`src/rtl/divide_if.sv`:
```
// Request and writeback bundle for the iterative divider.
// master = issue/writeback side, slave = divider.
interface divide_if;
    logic [63:0] opr_a_i;
    logic [63:0] opr_b_i;
    logic        div_instr_i;
    logic [2:0]  div_func_i;
    logic [4:0]  rd_addr_i;
    logic        word_op_i;
    logic        stall_i;
    logic        kill_i;
    logic        busy_o;
    logic [63:0] div_res_o;
    logic        valid_res_o;
    logic [4:0]  rd_addr_o;
    logic        rd_wr_en_o;

    modport master (
        output opr_a_i, opr_b_i, div_instr_i, div_func_i, rd_addr_i,
               word_op_i, stall_i, kill_i,
        input  busy_o, div_res_o, valid_res_o, rd_addr_o, rd_wr_en_o
    );

    modport slave (
        input  opr_a_i, opr_b_i, div_instr_i, div_func_i, rd_addr_i,
               word_op_i, stall_i, kill_i,
        output busy_o, div_res_o, valid_res_o, rd_addr_o, rd_wr_en_o
    );
endinterface

```
`src/rtl/divide.sv`:
```
// Radix-2 restoring divider for RV64M DIV/DIVU/REM/REMU and their W forms.
// Optional DIV_EARLY_OUT_EN: finish at capture when |dividend| < |divisor|.
module divide (
    input  logic    clk,
    input  logic    reset,
    divide_if.slave div_if
);
    // state | meaning
    // IDLE  | waiting for a request
    // CALC  | one quotient bit per cycle
    // DONE  | result presented, held while stalled
    typedef enum logic [1:0] {IDLE, CALC, DONE} state_e;

    state_e      state_q, state_d;
    logic [5:0]  cnt_q, cnt_d;
    logic [63:0] rem_q, rem_d;
    logic [63:0] quo_q, quo_d;
    logic [63:0] dvs_q, dvs_d;
    logic        neg_quo_q, neg_quo_d;
    logic        neg_rem_q, neg_rem_d;
    logic [2:0]  func_q, func_d;
    logic        word_q, word_d;
    logic [4:0]  rd_q, rd_d;
    logic [63:0] res_q, res_d;

    logic        sgn, sign_a, sign_b;
    logic [63:0] a_ext, b_ext, a_mag, b_mag, min_neg;
    logic        div_zero, ovf, spec_hit;
    logic [63:0] spec_res;
    logic [64:0] rem_sh, diff;
    logic [63:0] quo_sh, rem_nx, quo_nx, quo_fix, rem_fix;
    logic [5:0]  last_cnt;

    function automatic logic [63:0] pick_res(input logic [63:0] q, input logic [63:0] r,
                                             input logic [2:0] func, input logic word);
        logic [63:0] sel;
        case (func)
            3'b100, 3'b101: sel = q;
            3'b110, 3'b111: sel = r;
            default:        sel = 64'd0;
        endcase
        if (word) sel = {{32{sel[31]}}, sel[31:0]};
        return sel;
    endfunction

    always_comb begin
        sgn = (div_if.div_func_i == 3'b100) || (div_if.div_func_i == 3'b110);
        if (div_if.word_op_i) begin
            a_ext   = {{32{sgn & div_if.opr_a_i[31]}}, div_if.opr_a_i[31:0]};
            b_ext   = {{32{sgn & div_if.opr_b_i[31]}}, div_if.opr_b_i[31:0]};
            min_neg = 64'hFFFF_FFFF_8000_0000;
        end else begin
            a_ext   = div_if.opr_a_i;
            b_ext   = div_if.opr_b_i;
            min_neg = 64'h8000_0000_0000_0000;
        end
        sign_a   = sgn & a_ext[63];
        sign_b   = sgn & b_ext[63];
        a_mag    = sign_a ? (64'd0 - a_ext) : a_ext;
        b_mag    = sign_b ? (64'd0 - b_ext) : b_ext;
        div_zero = (b_ext == 64'd0);
        ovf      = sgn && (a_ext == min_neg) && (b_ext == 64'hFFFF_FFFF_FFFF_FFFF);

        spec_hit = 1'b0;
        spec_res = 64'd0;
        if (div_zero) begin
            spec_hit = 1'b1;
            spec_res = pick_res(64'hFFFF_FFFF_FFFF_FFFF, a_ext, div_if.div_func_i, div_if.word_op_i);
        end else if (ovf) begin
            spec_hit = 1'b1;
            spec_res = pick_res(a_ext, 64'd0, div_if.div_func_i, div_if.word_op_i);
        end
`ifdef DIV_EARLY_OUT_EN
        else if (a_mag < b_mag) begin
            spec_hit = 1'b1;
            spec_res = pick_res(64'd0, a_ext, div_if.div_func_i, div_if.word_op_i);
        end
`endif
    end

    // One restoring step; the borrow out of the 65-bit subtract is the compare result.
    always_comb begin
        rem_sh  = {rem_q, quo_q[63]};
        quo_sh  = {quo_q[62:0], 1'b0};
        diff    = rem_sh - {1'b0, dvs_q};
        if (!diff[64]) begin
            rem_nx = diff[63:0];
            quo_nx = quo_sh | 64'd1;
        end else begin
            rem_nx = rem_sh[63:0];
            quo_nx = quo_sh;
        end
        quo_fix  = neg_quo_q ? (64'd0 - quo_nx) : quo_nx;
        rem_fix  = neg_rem_q ? (64'd0 - rem_nx) : rem_nx;
        last_cnt = word_q ? 6'd31 : 6'd63;
    end

    always_comb begin
        state_d   = state_q;
        cnt_d     = cnt_q;
        rem_d     = rem_q;
        quo_d     = quo_q;
        dvs_d     = dvs_q;
        neg_quo_d = neg_quo_q;
        neg_rem_d = neg_rem_q;
        func_d    = func_q;
        word_d    = word_q;
        rd_d      = rd_q;
        res_d     = res_q;

        case (state_q)
            IDLE: begin
                if (div_if.div_instr_i) begin
                    cnt_d     = 6'd0;
                    rem_d     = 64'd0;
                    // Word dividends sit in the upper half so 32 shifts consume them.
                    quo_d     = div_if.word_op_i ? {a_mag[31:0], 32'd0} : a_mag;
                    dvs_d     = b_mag;
                    neg_quo_d = sign_a ^ sign_b;
                    neg_rem_d = sign_a;
                    func_d    = div_if.div_func_i;
                    word_d    = div_if.word_op_i;
                    rd_d      = div_if.rd_addr_i;
                    if (spec_hit) begin
                        res_d   = spec_res;
                        state_d = DONE;
                    end else begin
                        state_d = CALC;
                    end
                end
            end
            CALC: begin
                rem_d = rem_nx;
                quo_d = quo_nx;
                cnt_d = cnt_q + 6'd1;
                if (cnt_q == last_cnt) begin
                    res_d   = pick_res(quo_fix, rem_fix, func_q, word_q);
                    state_d = DONE;
                end
            end
            DONE: begin
                if (!div_if.stall_i) state_d = IDLE;
            end
            default: state_d = IDLE;
        endcase

        if (div_if.kill_i) state_d = IDLE;
    end

    always_ff @(posedge clk or posedge reset) begin
        if (reset) begin
            state_q   <= IDLE;
            cnt_q     <= 6'd0;
            rem_q     <= 64'd0;
            quo_q     <= 64'd0;
            dvs_q     <= 64'd0;
            neg_quo_q <= 1'b0;
            neg_rem_q <= 1'b0;
            func_q    <= 3'd0;
            word_q    <= 1'b0;
            rd_q      <= 5'd0;
            res_q     <= 64'd0;
        end else begin
            state_q   <= state_d;
            cnt_q     <= cnt_d;
            rem_q     <= rem_d;
            quo_q     <= quo_d;
            dvs_q     <= dvs_d;
            neg_quo_q <= neg_quo_d;
            neg_rem_q <= neg_rem_d;
            func_q    <= func_d;
            word_q    <= word_d;
            rd_q      <= rd_d;
            res_q     <= res_d;
        end
    end

    assign div_if.busy_o      = (state_q != IDLE);
    assign div_if.valid_res_o = (state_q == DONE);
    assign div_if.rd_wr_en_o  = (state_q == DONE);
    assign div_if.div_res_o   = res_q;
    assign div_if.rd_addr_o   = rd_q;
endmodule

```
`src/flat_wrapper.sv`:
```
// flat-port wrapper written by rule: the top's interface ports become plain ports
module divide_flat 
  (clk, reset, div_if_opr_a_i, div_if_opr_b_i, div_if_div_instr_i, div_if_div_func_i, div_if_rd_addr_i, div_if_word_op_i, div_if_stall_i, div_if_kill_i, div_if_busy_o, div_if_div_res_o, div_if_valid_res_o, div_if_rd_addr_o, div_if_rd_wr_en_o);
  divide_if div_if_i ();
  input  logic clk;
  input  logic reset;
  input wire logic [$bits(div_if_i.opr_a_i)-1:0] div_if_opr_a_i;
  input wire logic [$bits(div_if_i.opr_b_i)-1:0] div_if_opr_b_i;
  input wire logic [$bits(div_if_i.div_instr_i)-1:0] div_if_div_instr_i;
  input wire logic [$bits(div_if_i.div_func_i)-1:0] div_if_div_func_i;
  input wire logic [$bits(div_if_i.rd_addr_i)-1:0] div_if_rd_addr_i;
  input wire logic [$bits(div_if_i.word_op_i)-1:0] div_if_word_op_i;
  input wire logic [$bits(div_if_i.stall_i)-1:0] div_if_stall_i;
  input wire logic [$bits(div_if_i.kill_i)-1:0] div_if_kill_i;
  output wire logic [$bits(div_if_i.busy_o)-1:0] div_if_busy_o;
  output wire logic [$bits(div_if_i.div_res_o)-1:0] div_if_div_res_o;
  output wire logic [$bits(div_if_i.valid_res_o)-1:0] div_if_valid_res_o;
  output wire logic [$bits(div_if_i.rd_addr_o)-1:0] div_if_rd_addr_o;
  output wire logic [$bits(div_if_i.rd_wr_en_o)-1:0] div_if_rd_wr_en_o;
  assign div_if_i.opr_a_i = div_if_opr_a_i;
  assign div_if_i.opr_b_i = div_if_opr_b_i;
  assign div_if_i.div_instr_i = div_if_div_instr_i;
  assign div_if_i.div_func_i = div_if_div_func_i;
  assign div_if_i.rd_addr_i = div_if_rd_addr_i;
  assign div_if_i.word_op_i = div_if_word_op_i;
  assign div_if_i.stall_i = div_if_stall_i;
  assign div_if_i.kill_i = div_if_kill_i;
  assign div_if_busy_o = div_if_i.busy_o;
  assign div_if_div_res_o = div_if_i.div_res_o;
  assign div_if_valid_res_o = div_if_i.valid_res_o;
  assign div_if_rd_addr_o = div_if_i.rd_addr_o;
  assign div_if_rd_wr_en_o = div_if_i.rd_wr_en_o;
  divide u_core (.clk(clk), .reset(reset), .div_if(div_if_i));
endmodule
```
`config.mk`:
```
export PLATFORM = sky130hd
export DESIGN_NAME = divide_flat
export DESIGN_NICKNAME = d
export VERILOG_FILES = /design/src/rtl/divide_if.sv /design/src/rtl/divide.sv /design/src/flat_wrapper.sv
export SDC_FILE = /design/constraint.sdc
export NUM_CORES = 1
export LEC_CHECK = 0
export CAP_MARGIN = 20
export CORE_ASPECT_RATIO = 1.5
export CORE_UTILIZATION = 40
export DETAILED_ROUTE_END_ITERATION = 7
export HOLD_SLACK_MARGIN = 0.1
export PLACE_DENSITY_LB_ADDON = 0.2
export SYNTH_ARGS = -nofsm -noshare
export SYNTH_HDL_FRONTEND = slang
export SYNTH_SLANG_ARGS = --single-unit
```
`constraint.sdc`:
```
create_clock -name clk -period 7.61 [get_ports clk]
set_clock_uncertainty 0.05 [all_clocks]
set_input_delay 0.761 -clock clk [delete_from_list [all_inputs] [get_ports clk]]
set_output_delay 0.761 -clock clk [all_outputs]
set_load 0.02 [all_outputs]
```
==> results of run 1 <==
## metal layers
metal,up-vias,wire [um],share of wire [%]
met5,-,31,0.025
met4,4,12800,10
met3,395,7830,6.2
met2,1384,58700,47
met1,14000,46400,37
li1,13200,-,-
## layout make-up
class	count	area share, %
Inverter	132	1.66
Timing Repair Buffer	268	8.62
Tap cell	870	3.63
Clock buffer	40	2.77
Multi-Input combinational cell	2911	59.6
Clock inverter	17	0.897
Sequential cell	274	22.9
## cells in the mapped netlist, types with 8 or more instances
cell	n	share of area, %
or3_1	43	1.0
and2_1	43	1.0
a211oi_1	39	1.1
inv_1	129	1.9
nand2_1	365	5.3
nand4b_1	11	0.37
and3_1	16	0.38
nor2b_1	16	0.38
dfrtp_1	274	26
buf_1	9	0.13
xor2_1	131	4.4
xnor2_1	137	4.6
nor4_1	53	1.3
mux2i_1	55	2.1
a21oi_1	260	5.0
o21a_1	29	0.84
nor3_1	81	1.6
o41ai_1	23	0.77
o21ai_1	17	0.33
o31ai_1	78	2.2
a221oi_1	20	0.67
buf_2	41	0.79
a21boi_0	17	0.49
nand4_1	69	1.7
o21ai_0	455	8.7
ha_1	70	3.4
a22oi_1	79	2.3
clkbuf_1	176	2.5
and4_1	10	0.34
o2111ai_1	8	0.27
a31oi_1	61	1.5
o211ai_1	35	1.0
o21bai_1	12	0.35
or2_2	17	0.41
nand2b_1	23	0.55
or4_1	25	0.72
nor2_1	307	4.4
o22ai_1	15	0.36
a221o_1	8	0.31
a21o_1	25	0.72
nand3_1	122	2.3
## cell families (layout without fill, tap and decap cells)
family | after synthesis | in the layout | share of synthesized area [%]
compound gates | 1272 | 1272 | 30.4
xor+xnor | 268 | 268 | 9.01
fa+ha+maj | 71 | 71 | 3.44
buf+inv | 362 | 457 | 5.47
flops | 274 | 274 | 26.3
mux | 63 | 63 | 2.47
simple gates | 1237 | 1237 | 22.9
## where the power goes
| part | internal, mW | total, mW | switching (mW) |
|---|---|---|---|
| Clock | 1.00 | 1.72 | 0.716 |
| Combinational | 1.08 | 3.05 | 1.98 |
| Sequential | 1.76 | 2.12 | 0.355 |
## worst max path at each step
stage | start | to | slack [ns] | cells past startpoint
floorplan | u_core.quo_q[63] | u_core.div_if.div_res_o[60] | 1.11 | 28
global placement | u_core.rem_q[54] | u_core.div_if.div_res_o[60] | 1.15 | 22
detailed placement | u_core.rem_q[40] | u_core.div_if.div_res_o[60] | 0.93 | 21
CTS | u_core.rem_q[40] | u_core.div_if.div_res_o[60] | 0.92 | 21
global route | u_core.rem_q[45] | u_core.div_if.div_res_o[48] | 0.43 | 22
finish | u_core.rem_q[46] | u_core.div_if.div_res_o[60] | 0.84 | 21
## stage by stage
step | power, mW | hold slack [ns] | utilization [%]
finish | 6.89 | 0.414 | 46.5
floorplan | 3.88 | 0.400 | -
CTS | 6.84 | 0.413 | 46.5
global placement | 5.11 | 0.409 | 44.8
detailed placement | 5.12 | 0.412 | 44.8
global route | 7.20 | 0.436 | 46.5
## state kept, by name (all words and copies together) (netlist names)
register / flops
u_core.div_if.div_res_o: 64
u_core.dvs_q: 64
u_core.div_if.rd_addr_o: 5
u_core.neg_rem_q: 1
u_core.neg_quo_q: 1
u_core.word_q: 1
u_core.func_q: 2
u_core.state_q: 2
u_core.cnt_q: 6
u_core.quo_q: 64
u_core.rem_q: 64
## worst reg2reg max path: cells and delay by family (launching register included)
family	cells	cell delay, ns
compound gates	8	2.38
xor+xnor	1	0.20
fa+ha+maj	2	0.68
buf+inv	1	0.21
flops	1	0.46
simple gates	9	2.66
==> flow_metrics.tcl, run 1 <==
set metrics [dict create \
    status "complete, no violations" \
    drcViolationCount 0 \
    dr.first_iter.drc_count 3420 \
    fin_cells 4512 \
    crit_chain "ha_1, a21oi_1, o21ai_0, a21oi_1, nand2_1, o21a_1, o311ai_1, nor2_4, inv_2, ha_1, nand4b_1, or4b_1, or3_1, nand2b_1, or2_1, nand2b_1, o41ai_1, xor2_1, o22ai_1, nor3_1, o31ai_1" \
    busiest_layer "met2" \
    vdd_ir_drop_max_mv 0.236 \
    cts_resized 0 \
    period_share_pct 89.0 \
    multi_input_area_sq_um 17900 \
    synth_nets 3760 \
    postRouteAntennaNets 0 \
    dp_hpwl_um 98700 \
    clock_sinks 274 \
    powerDensity_nw_per_um2 230 \
    rsz0062_at_grt "false" \
    synth_edf_count 0 \
    syn_to_final_growth_pct 15.1 \
    detail_route.wl_per_cell_um 27.9 \
    use_met2_pct 61.3 \
    cts.path.max_buffers 3 \
    setup_ws_ns 0.840 \
    tritoncts "built" \
    grt_max_degree 133 \
    endpoint_kind "flip-flop" \
    cts_setup_buffers 0 \
    nFillCells 6663 \
    critPathBufInv 1 \
    async_flop_share_pct 100 \
    htreeDepth 1 \
    setup_viol 0 \
    grt_first_pass_wirelength_um 184000 \
    r2r_end "u_core.div_if.div_res_o[60]" \
    worstMarginPinSlew_ns 1.17 \
    regToRegSetupSlack_ns 0.84 \
    min_period_ns 6.77 \
    ios 214 \
    ys_types 95 \
    row_count 114 \
    io_buffers 213 \
    ys.warnings.count 0 \
    p_leak_nw 11.5 \
    fin_tns_setup_ns 0 \
    use_met1_pct 43.7 \
    gp_congestion 1.02 \
    r2r_cells 21 \
    cts-buffers-inserted 31 \
    slowest_delay_ns 0.71 \
    register_area_sq_um 6860 \
    vias 28900 \
    dp_slack_ns 0.935 \
    dpl_cell_area_sq_um 28900 \
    fin_area_sq_um 30000 \
    crit_type "reg2reg" \
    r2r_start "u_core.rem_q[46]" \
    root_buffer "clkbuf_16" \
    clkTransAtPathRegs_ns 0.07 \
    worst_skew_pair.late_latency_ns 0.63 \
    cp.required_ns 8.07 \
    grt_pass1_vias 27600 \
    antenna_cells 0 \
    ys_ff_latch 274 \
    die_area_sq_um 66200 \
    hold_violations 0 \
    yosysSeqAreaShare_pct 26.3 \
    arrival_ns 7.23 \
    synth_ff_type "dfrtp_1" \
    slew_viol_final 0 \
    die_w_um 210 \
    syn_inst 3547 \
    hp-class "in2async" \
    fin_nets 3831 \
    crit_family "simple AND/OR/NAND/NOR gates" \
    track_usage_pct 37.5 \
    final_cell_mix "o21ai_0, nand2_1, nor2_1" \
    core_sq_um 64500 \
    synth_area_sq_um 26100 \
    drt_pass1_iterations 7 \
    syn_avg_cell_area_sq_um 7.35 \
    globalRouteMet3Util_pct 4.18 \
    relSlewSlack_pct 21.6 \
    worstSetupStartpointType "flip-flop" \
    cap_violations 0 \
    antenna_found_initial 2 \
    crit_fanout 9 \
    die_y_um 315 \
    overflow 0 \
    vias_per_cell 6.41 \
    crit_path_top_delay_cell "or4b_1" \
    wirelength_um 126000 \
    final_common_cell "o21ai_0" \
    start_util_pct 40.4 \
    layout-drive-gt1-share_pct 4.78 \
    dp_cells 4454 \
    fmax_mhz 148 \
    holdBufCountCts 0 \
]
(Power assumes the default switching activity.)
==> inputs of run 2 (changes only) <==
- CTS_BUF_LIST: not set -> sky130_fd_sc_hd__clkbuf_4 sky130_fd_sc_hd__clkbuf_8
- TNS_END_PERCENT: not set -> 100
- clock period: 7.61 -> 7.25 ns (I/O delays scaled with it)
==> flow_metrics.tcl, run 2 (same netlist as run 1, synthesis figures left out) <==
set metrics [dict create \
    status "complete, no violations" \
    fin_nets 3852 \
    worstSetupStartpointType "flip-flop" \
    grt_first_pass_wirelength_um 183000 \
    postRouteAntennaNets 0 \
    nFillCells 6730 \
    worst_skew_pair.late_latency_ns 0.70 \
    cts-buffers-inserted 49 \
    final_cell_mix "o21ai_0, nand2_1, nor2_1" \
    relSlewSlack_pct 28.0 \
    cts_setup_buffers 0 \
    cts.path.max_buffers 3 \
    fin_tns_setup_ns 0 \
    vias_per_cell 6.36 \
    htreeDepth 2 \
    drcViolationCount 0 \
    cp.required_ns 7.73 \
    track_usage_pct 37.1 \
    grt_max_degree 225 \
    core_sq_um 64500 \
    cts_resized 0 \
    p_leak_nw 11.6 \
    slew_viol_final 0 \
    clkTransAtPathRegs_ns 0.06 \
    dp_cells 4457 \
    io_buffers 213 \
    start_util_pct 40.4 \
    powerDensity_nw_per_um2 238 \
    setup_viol 0 \
    fmax_mhz 150 \
    layout-drive-gt1-share_pct 5.80 \
    clock_sinks 274 \
    hp-class "in2async" \
    die_w_um 210 \
    worstMarginPinSlew_ns 1.07 \
    holdBufCountCts 0 \
    period_share_pct 92.3 \
    die_y_um 315 \
    dp_hpwl_um 97700 \
    antenna_found_initial 2 \
    min_period_ns 6.69 \
    rsz0062_at_grt "false" \
    row_count 114 \
    gp_congestion 1.02 \
    ios 214 \
    root_buffer "clkbuf_8" \
    slowest_delay_ns 0.87 \
    cap_violations 0 \
    grt_pass1_vias 27500 \
    crit_chain "ha_1, nand4_1, inv_1, a21oi_1, o31ai_1, o21ai_1, o311ai_1, nor2_4, inv_2, buf_4, nor2_1, a21oi_1, ha_1, nand2_1, nor3_1, and4_1, and3_1, a41oi_1, a21oi_1, o31ai_1, a211oi_1, o31ai_1" \
    syn_to_final_growth_pct 15.1 \
    vdd_ir_drop_max_mv 0.193 \
    fin_cells 4547 \
    detail_route.wl_per_cell_um 27.4 \
    fin_util_pct 46.5 \
    die_area_sq_um 66200 \
    hold_violations 0 \
    endpoint_kind "flip-flop" \
    crit_fanout 27 \
    overflow 0 \
    crit_type "reg2reg" \
    drt_pass1_iterations 6 \
    tritoncts "built" \
    dr.first_iter.drc_count 3207 \
    crit_path_top_delay_cell "o31ai_1" \
    final_common_cell "o21ai_0" \
    vias 28900 \
    wirelength_um 125000 \
    arrival_ns 7.17 \
]
run 2: cell count changes in the layout (fill, tap and decap cells not counted), moves of 2 or more:
cell | before | now
buf_4 | 52 | 55
bufinv_16 | 7 | 3
clkbuf_1 | 7 | 0
clkbuf_16 | 31 | 0
clkbuf_4 | 0 | 10
clkbuf_8 | 2 | 56
clkinv_2 | 7 | 12
diode_2 | 0 | 2
run 2: path summary, 6_finish.rpt:
| check | start | end | slack (ns) | depth (start not counted) |
|---|---|---|---|---|
| setup / recovery | u_core.rem_q[53] | u_core.div_if.div_res_o[38] | 0.56 | 22 |
| hold / removal | reset | u_core.div_if.div_res_o[20] | 0.40 | 2 |
| setup reg to reg | u_core.rem_q[53] | u_core.div_if.div_res_o[38] | 0.56 | 22 |
| hold reg to reg | u_core.dvs_q[56] | u_core.dvs_q[56] | 0.43 | 2 |
| max in group asynchronous | reset | u_core.neg_quo_q | 5.50 | 3 |
| min in group clk | u_core.dvs_q[56] | u_core.dvs_q[56] | 0.43 | 2 |
run 2: through the flow:
| step | hold WS (ns) | power, mW | setup slack [ns] | cell area (sq um) |
|---|---|---|---|---|
| floorplan | 0.400 | 4.07 | 0.754 | 26100 |
| global placement | 0.408 | 5.40 | 0.838 | 28900 |
| detailed placement | 0.415 | 5.39 | 0.682 | 28900 |
| CTS | 0.403 | 7.08 | 0.652 | 29900 |
| global route | 0.450 | 7.45 | 0.103 | 30000 |
| finish | 0.401 | 7.13 | 0.561 | 30000 |
run 2: worst max-delay path: cells and delay by family, from the launching register on:
| family | cells | cell delay, ns |
|---|---|---|
| buffers and inverters | 3 | 0.49 |
| flip-flops | 1 | 0.43 |
| adder cells (fa/ha/maj) | 2 | 0.79 |
| AND/OR/NAND/NOR | 7 | 1.33 |
| AO/OA/AOI/OAI | 10 | 3.41 |
run 2: metal layers:
layer | share of wire, % | track usage, %
met1 | 37 | 43.0
met2 | 48 | 62.1
met3 | 6.1 | 4.08
met4 | 9.4 | 30.2
met5 | 0 | 0
run 2: where the power goes:
group          total (mW)  internal (mW)  switching [mW]
Sequential           2.25           1.85           0.393
Combinational        3.21           1.13            2.08
Clock                1.67          0.874           0.798
Total                7.13           3.86            3.27
run 2: layout make-up:
class / count / area [sq um] / share of cell area, %
Clock buffer: 66 / 846 / 2.82
Timing Repair Buffer: 271 / 2610 / 8.70
Antenna cell: 2 / 5.00 / 0.0167
Tap cell: 870 / 1090 / 3.63
Clock inverter: 21 / 209 / 0.697
Sequential cell: 274 / 6860 / 22.9
Multi-Input combinational cell: 2911 / 17900 / 59.6
Inverter: 132 / 499 / 1.67
